`src/rtl/count_disp_pkg.sv`:
```
// count_disp_pkg: shared constants and types for the count history display
package count_disp_pkg;
  localparam int DIGITS = 4;
  localparam logic [6:0] SEG_BLANK = 7'h7F;
  // Active-low {g,f,e,d,c,b,a} glyphs for 0..F
  localparam logic [6:0] HEX_SEG [16] = '{
    7'h40, 7'h79, 7'h24, 7'h30, 7'h19, 7'h12, 7'h02, 7'h78,
    7'h00, 7'h10, 7'h08, 7'h03, 7'h46, 7'h21, 7'h06, 7'h0E
  };
  typedef logic [1:0] digit_idx_t;
endpackage

```
`src/rtl/hex_to_seg7.sv`:
```
// hex_to_seg7: combinational hex digit to active-low seven-segment pattern
module hex_to_seg7
  import count_disp_pkg::*;
(
  input  logic [3:0] hex,
  output logic [6:0] seg
);
  assign seg = HEX_SEG[hex];
endmodule

```
`src/rtl/count_hist_display.sv`:
```
// count_hist_display: change history of an up/down counter shown on a 4-digit display
// Optional WRAP_CNT_EN adds a saturating wrap event counter output wrap_cnt.
module count_hist_display
  import count_disp_pkg::*;
#(
  parameter int SCAN_DIV = 1000,
  parameter int CNT_MAX  = 15
) (
  input  logic              clk,
  input  logic              clear,
  input  logic [3:0]        q_in,
  input  logic              m_in,
  output logic [6:0]        seg,
  output logic [DIGITS-1:0] an,
  output logic              wrap,
  output logic              dir_led
`ifdef WRAP_CNT_EN
  ,
  output logic [7:0]        wrap_cnt
`endif
);
  logic [3:0] hist [DIGITS];
  logic [DIGITS-1:0] valid;
  logic [3:0] q_reg;
  logic primed, chg, wrap_d, pre_end;
  logic [15:0] pre;
  digit_idx_t idx;
  logic [6:0] seg_d;
  assign chg = primed && (q_in != q_reg);
  assign wrap_d = chg && (m_in ? (q_reg == 4'd0 && q_in == 4'(CNT_MAX))
                               : (q_reg == 4'(CNT_MAX) && q_in == 4'd0));
  assign pre_end = pre == 16'(SCAN_DIV - 1);
  hex_to_seg7 u_dec (.hex(hist[idx]), .seg(seg_d));
  always_ff @(posedge clk or negedge clear) begin
    if (!clear) begin
      hist    <= '{default: '0};
      valid   <= '0;
      q_reg   <= '0;
      primed  <= 1'b0;
      pre     <= '0;
      idx     <= '0;
      seg     <= SEG_BLANK;
      an      <= '1;
      wrap    <= 1'b0;
      dir_led <= 1'b0;
    end else begin
      if (!primed) begin
        q_reg   <= q_in;
        hist[0] <= q_in;
        valid   <= 4'b0001;
        primed  <= 1'b1;
      end else if (chg) begin
        q_reg <= q_in;
        hist  <= '{q_in, hist[0], hist[1], hist[2]};
        valid <= {valid[2:0], 1'b1};
      end
      pre     <= pre_end ? '0 : pre + 16'd1;
      idx     <= idx + digit_idx_t'(pre_end);
      an      <= ~(4'b0001 << idx);
      seg     <= valid[idx] ? seg_d : SEG_BLANK;
      wrap    <= wrap_d;
      dir_led <= m_in;
    end
  end
`ifdef WRAP_CNT_EN
  always_ff @(posedge clk or negedge clear) begin
    if (!clear) wrap_cnt <= '0;
    else if (wrap_d && wrap_cnt != 8'hFF) wrap_cnt <= wrap_cnt + 8'd1;
  end
`endif
endmodule

```
`config.mk`:
```
export PLATFORM = sky130hd
export DESIGN_NAME = count_hist_display
export DESIGN_NICKNAME = d
export VERILOG_FILES = /design/src/rtl/count_disp_pkg.sv /design/src/rtl/hex_to_seg7.sv /design/src/rtl/count_hist_display.sv
export SDC_FILE = /design/constraint.sdc
export NUM_CORES = 1
export LEC_CHECK = 0
export BUFFER_PORTS_ARGS = -buffer_cell sky130_fd_sc_hd__buf_2
export CORE_UTILIZATION = 55
export CTS_CLUSTER_DIAMETER = 60
export DETAILED_ROUTE_END_ITERATION = 8
export PLACE_DENSITY = 0.73
export SLEW_MARGIN = 20
export SYNTH_ARGS = -nofsm -noshare
export SYNTH_HDL_FRONTEND = slang
export SYNTH_SLANG_ARGS = --single-unit
export TNS_END_PERCENT = 20
```
`constraint.sdc`:
```
create_clock -name clk -period 3 [get_ports clk]
set_input_delay 0.75 -clock clk [delete_from_list [all_inputs] [get_ports clk]]
set_output_delay 0.75 -clock clk [all_outputs]
set_load 0.01 [all_outputs]
```
Yosys cells after proc, flatten, opt, wreduce, memory -nomap -nowiden
Memory sizes are Yosys's and may differ from the RTL's.
Cells that the tools add are included.
- register bits after elaboration: 56
- bits in read-only memories: 112
- input port bits: 7
- output and inout bits: 13
- word-level logic and storage cells: 51
- memories: 1
- add/subtract/negate cells: 2
- order comparisons: 3
- equality and inequality tests: 5
- shifts and indexed selects: 1
- multiplexer cells: 16
- bitwise gates (word level): 3
- reductions and logical operators: 7
- memories (name ; words ; width ; read ports ; clocked after memory_dff ; wr ports ; line ; source):
    (name not given) ; 16 ; 7 ; 1 ; 0 ; 0 ; hex_to_seg7.sv:8 ; assign seg = HEX_SEG[hex];
- operators with widths (operator ; number):
    two-way mux 16 bit ; 2
    two-way mux 4 bit ; 7
    two-way mux 7 bit ; 3
    adder 16 x 1 -> 16 bit, second input constant ; 1
    == test 16 x 10 -> 1 bit, second input constant ; 1
    binary-select mux 4 bit (select 2 bit) ; 1
    == test 4 bit, second input constant ; 2
    logical NOT 4 bit ; 2
    >= comparator 5 bit, second input constant ; 1
    inverter 4 -> 5 bit ; 1
    logical AND 1 bit ; 4
    != test 4 bit ; 1
    inverter 4 bit ; 1
    << shifter 1 x 2 -> 4 bit, first input constant ; 1
    >= comparator 3 bit, second input constant ; 1
    < comparator 2 x 3 -> 1 bit, second input constant ; 1
    inverter 2 -> 3 bit ; 1
    adder 2 x 1 -> 2 bit ; 1
    binary-select mux 1 bit (select 2 bit) ; 1
    two-way mux 1 bit ; 2
    != test 2 x 1 -> 1 bit, second input constant ; 1
    AND reduction 2 bit ; 1

Depth between registers and ports, before layout
- word-level depth: 9
- mapped depth: 8
- depth with buffers taken out: 7

By module
A second synthesis with hierarchy kept.
- cells, all modules: 210
- area total of the unflattened synthesis: 2652.5 um2
- modules (own cells, without submodules) (module ; instances ; cells an instance ; area each (um2) ; sequential area each (um2)):
    count_hist_display ; 1 ; 178 ; 2377.3 ; 1415.1
    hex_to_seg7 ; 1 ; 32 ; 275.3 ; 0.0

Least setup slack after synthesis
OpenSTA, ideal clock, no wires.
- kind: input port to flip-flop
- start: input port q_in[2]
- end: register hist[10] (netlist name)
- setup time: 127 ps
- arrival time: 1962 ps
- required time: 2873 ps
- slack: 911 ps
- cell stages on the path: 6
- path buffers: 2
- path through: xor2_1 > nor4_2 > nand2b_1 > buf_4 > buf_6 > mux2_1
- longest elaborated chain between the ends: 3
- RTL lines (element ; line ; source):
    start: declaration ; count_hist_display.sv:11 ; input logic [3:0] q_in,
    != test 4 bit ; count_hist_display.sv:29 ; assign chg = primed && (q_in != q_reg);
    logical AND 1 bit ; count_hist_display.sv:29 ;
    AND reduction 2 bit (no source line) ; n/a ;
    end signal: assignment ; count_hist_display.sv:54 ; hist <= '{q_in, hist[0], hist[1], hist[2]};
    end: declaration ; count_hist_display.sv:22 ; logic [3:0] hist [DIGITS];
No other way between the ends.
A chain may end at the register's enable or synchronous reset.

Worst setup path after layout
- start: input port q_in[2]
- end: register hist[2] (netlist name)
Same word-level chain as after synthesis.

==> metrics.txt <==
# TYPE chip_impl_metric gauge
chip_impl_info{name="result_of_the_run",value="finished, final reports clean"} 1
chip_impl_metric{name="drc",unit=""} 0
chip_impl_metric{name="power.combinational.fraction",unit=""} 0.104
chip_impl_metric{name="firstDrtPassIters",unit=""} 5
chip_impl_info{name="main_flop_type_after_synthesis",value="dfrtp_1"} 1
chip_impl_metric{name="yosysWarningCount",unit=""} 0
chip_impl_metric{name="initial_core_util",unit=""} 0.584
chip_impl_metric{name="timing.final.setup_violations",unit=""} 0
chip_impl_metric{name="fillerInstances",unit=""} 335
chip_impl_metric{name="timing.critical_path.required",unit="ns"} 3.20
chip_impl_metric{name="grt_pass1_wl",unit="µm"} 7090
chip_impl_metric{name="yosys-mux-area-fraction",unit=""} 0.131
chip_impl_metric{name="final_net_count",unit=""} 236
chip_impl_metric{name="p_int",unit="mW"} 1.07
chip_impl_metric{name="ffs_latches_synth",unit=""} 56
chip_impl_metric{name="dieArea",unit="µm²"} 4960
chip_impl_metric{name="synth_fp_nets",unit=""} 217
chip_impl_metric{name="antenna-diode-count",unit=""} 0
chip_impl_metric{name="netSwitchingPower",unit="mW"} 0.341
chip_impl_info{name="hold_path_class",value="in2async"} 1
chip_impl_metric{name="cts_bufs_inserted",unit=""} 5
chip_impl_metric{name="post_route_cells_drive_above_1_share",unit=""} 0.275
chip_impl_metric{name="detail_route.iter0.violations",unit=""} 64
chip_impl_info{name="critical_path.startpoint",value="q_in[2]"} 1
chip_impl_metric{name="wl_per_cell",unit="µm"} 14.9
chip_impl_metric{name="setup_ws_final",unit="ns"} 0.756
chip_impl_metric{name="htree_num_levels",unit=""} 2
chip_impl_metric{name="crit_path_max_incr_delay",unit="ns"} 0.60
chip_impl_metric{name="clk-insertion-delay-late",unit="ns"} 0.31
chip_impl_metric{name="worstPathMaxFanout",unit=""} 15
chip_impl_info{name="largest_family_of_logic_cells_by_synthesized_area",value="multiplexers"} 1
chip_impl_metric{name="preCtsSetupSlack",unit="ns"} 0.401
chip_impl_info{name="worstSetupStartpointType",value="input pin"} 1
chip_impl_metric{name="core_box_area",unit="µm²"} 4410
chip_impl_info{name="critical_path.reg2reg.startpoint",value="q_reg[2]"} 1
chip_impl_metric{name="antenna_left",unit=""} 0
chip_impl_metric{name="via_count",unit=""} 1553
chip_impl_metric{name="post_synth_instance_area",unit="µm²"} 2580
chip_impl_metric{name="fin_util",unit=""} 0.630
chip_impl_metric{name="critical_path_arrival",unit="ns"} 2.45
chip_impl_metric{name="die_width",unit="µm"} 70.5
chip_impl_metric{name="postCtsSetupRepairBufs",unit=""} 0
chip_impl_metric{name="synth.distinct_cells",unit=""} 45
chip_impl_metric{name="gp_congestion",unit=""} 0.791
chip_impl_info{name="cts_root_buf",value="clkbuf_8"} 1
chip_impl_metric{name="finalCritPeriodShare",unit=""} 0.748
chip_impl_metric{name="global_route_total_usage_across_every_layer",unit=""} 0.189
chip_impl_metric{name="synthCells",unit=""} 202
chip_impl_metric{name="cts.sink_count",unit=""} 56
chip_impl_info{name="path_cells",value="buf_2 > xor2_1 > nor4_2 > nand2b_1 > mux2_2"} 1
chip_impl_metric{name="min_period",unit="ns"} 2.24
chip_impl_info{name="cts_tree",value="yes"} 1
chip_impl_metric{name="seqPwrFrac",unit=""} 0.601
chip_impl_metric{name="synth_simple_gate_area_frac",unit=""} 0.131
chip_impl_metric{name="timing.slew.headroom",unit=""} 0.557
chip_impl_metric{name="synth_sequential_area_ratio",unit=""} 0.549
chip_impl_info{name="crit_path_top_delay_cell",value="nand2b_1"} 1
chip_impl_info{name="end_kind",value="flip-flop"} 1
chip_impl_metric{name="grt_pass1_vias",unit=""} 1579
chip_impl_metric{name="io_buffers",unit=""} 19
chip_impl_metric{name="viasPerCell",unit=""} 5.67
chip_impl_metric{name="tightest_slew",unit="ns"} 0.665
chip_impl_metric{name="postCtsResizedCells",unit=""} 0
chip_impl_metric{name="power.switching_fraction",unit=""} 0.241
chip_impl_info{name="path_delay_family",value="simple AND/OR/NAND/NOR gates"} 1
chip_impl_metric{name="area_growth_from_synthesis_to_layout",unit="%"} 7.86
chip_impl_metric{name="slew_violations",unit=""} 0
chip_impl_info{name="critical_path_class",value="in2reg"} 1
chip_impl_metric{name="report.final.hold_viol_count",unit=""} 0
chip_impl_metric{name="num_io_pins",unit=""} 20
chip_impl_metric{name="dpl.hpwl",unit="µm"} 3030
chip_impl_metric{name="skew",unit="ns"} 0.00718
chip_impl_metric{name="power.density",unit="nW/µm²"} 509
chip_impl_metric{name="power.leakage",unit="nW"} 1.24
chip_impl_metric{name="number_of_flops_mapped_to_enable_cells_by_yosys",unit=""} 0
chip_impl_metric{name="share_of_power_burned_in_the_clock_network",unit=""} 0.296
chip_impl_metric{name="grt-ovfl-total",unit=""} 0
chip_impl_metric{name="rrSetupSlack",unit="ns"} 0.88
chip_impl_metric{name="synth_compound_area_frac",unit=""} 0.0466
chip_impl_metric{name="cap_viol_max_count",unit=""} 0
chip_impl_metric{name="die_h",unit="µm"} 70.5
chip_impl_metric{name="final.setup.tns",unit="ns"} 0
chip_impl_metric{name="cts.clk_slew.worst_paths",unit="ns"} 0.09
chip_impl_metric{name="row_count",unit=""} 24
chip_impl_metric{name="max-vdd-ir-drop",unit="mV"} 0.320
chip_impl_metric{name="achievable-frequency",unit="MHz"} 446
chip_impl_info{name="grt_setup_unrepaired",value="no"} 1
chip_impl_metric{name="synth_xor_xnor_area_share",unit=""} 0.0578
chip_impl_info{name="reg_top3",value="hist: 16 flops, pre: 16 flops, seg: 7 flops"} 1
chip_impl_metric{name="path_buf_inv",unit=""} 1
chip_impl_metric{name="cts_hold_buf",unit=""} 0
chip_impl_metric{name="syn-mean-instance-area",unit="µm²"} 12.8
chip_impl_metric{name="wl",unit="µm"} 4080
chip_impl_metric{name="asyncSetResetFlopFracSynth",unit=""} 1.00
chip_impl_metric{name="yosys.area_share.adder",unit=""} 0.0388
chip_impl_metric{name="cts_max_path_buffers",unit=""} 2
chip_impl_metric{name="antenna_violations_before_repair",unit=""} 0
chip_impl_metric{name="grt_start_max_net_pins",unit=""} 21
## layout make-up
class                      instances  area (µm²)  area share
multi-input combinational        125        1050       0.377
clock inverter                     2        10.0     0.00360
clock buffer                       6        82.6      0.0297
timing repair buffer              22         118      0.0423
sequential                        56        1420       0.509
inverter                          11        41.3      0.0149
tap                               52        65.1      0.0234
## worst reg2reg max path: cells and delay by family (launching register included)
kind | cells | cell delay [ns]
simple gates | 2 | 1.01
xor+xnor | 1 | 0.18
mux | 1 | 0.41
flops | 1 | 0.42
## through the flow
step / area, µm² / hold WS (ns) / power, mW / cells
after floorplan: 2580 / 0.433 / 0.960 / 202
after global placement: 2690 / 0.446 / 1.00 / 266
after detailed placement: 2690 / 0.452 / 1.01 / 266
after CTS: 2780 / 0.370 / 1.43 / 274
after global routing: 2780 / 0.381 / 1.48 / 274
final: 2780 / 0.367 / 1.42 / 274
## power by group through the flow
stage / Sequential (mW) / Clock (mW) / Combinational [mW]
floorplan: 0.861 / 0 / 0.0990
global placement: 0.860 / 0 / 0.141
detailed placement: 0.864 / 0 / 0.149
CTS: 0.850 / 0.435 / 0.149
global route: 0.857 / 0.464 / 0.163
finish: 0.850 / 0.419 / 0.147
## synthesized netlist by cell type, types with 3 or more instances
| library cell | instances | area share |
|---|---|---|
| o221ai_1 | 4 | 0.014 |
| mux4_2 | 5 | 0.044 |
| dfstp_2 | 11 | 0.11 |
| xnor2_1 | 7 | 0.024 |
| inv_1 | 11 | 0.016 |
| xor2_1 | 10 | 0.034 |
| mux2_2 | 7 | 0.031 |
| nand4_1 | 3 | 0.0073 |
| nand2_1 | 9 | 0.013 |
| mux2i_1 | 3 | 0.012 |
| ha_1 | 8 | 0.039 |
| mux2_1 | 9 | 0.039 |
| nor2_1 | 9 | 0.013 |
| a21oi_1 | 5 | 0.0097 |
| clkbuf_1 | 4 | 0.0058 |
| dfrtp_1 | 45 | 0.44 |
| buf_6 | 4 | 0.017 |
| nand3_1 | 11 | 0.021 |
| nand2b_1 | 4 | 0.0097 |
## final timing paths
kind                       endpoint  cells past startpoint
max                         hist[2]                      5
min                        valid[2]                      1
max reg2reg                 hist[2]                      4
min reg2reg                  pre[0]                      1
max in group asynchronous    seg[1]                      2
min in group clk             pre[0]                      1
## placed cells by master, fill, tap and decap left out, types with 3 or more instances in the layout
cell / Yosys / layout
dfrtp_1: 45 / 45
buf_2: 1 / 19
inv_1: 11 / 11
nand3_1: 11 / 11
dfstp_2: 11 / 11
xor2_1: 10 / 10
nand2_1: 9 / 9
nor2_1: 9 / 9
mux2_1: 9 / 9
ha_1: 8 / 8
xnor2_1: 7 / 7
mux2_2: 7 / 7
clkbuf_8: 0 / 6
mux4_2: 5 / 5
a21oi_1: 5 / 5
o221ai_1: 4 / 4
nand2b_1: 4 / 4
nand4_1: 3 / 3
mux2i_1: 3 / 3
buf_4: 1 / 3
## layer usage
layer / global-route usage / share of wire
met5: 0 / 0
met1: 0.227 / 0.45
met2: 0.313 / 0.49
met3: 0.0534 / 0.038
met4: 0.0889 / 0.017
## logic make-up (layout without fill, tap and decap cells)
group	count (synthesis)	count (layout)
XOR/XNOR	17	17
AND/OR/NAND/NOR	56	56
flip-flops	56	56
multiplexers	25	25
adder cells (fa/ha/maj)	8	8
AO/OA/AOI/OAI	18	18
other	1	1
buffers and inverters	21	41
(Power assumes the default switching activity.)
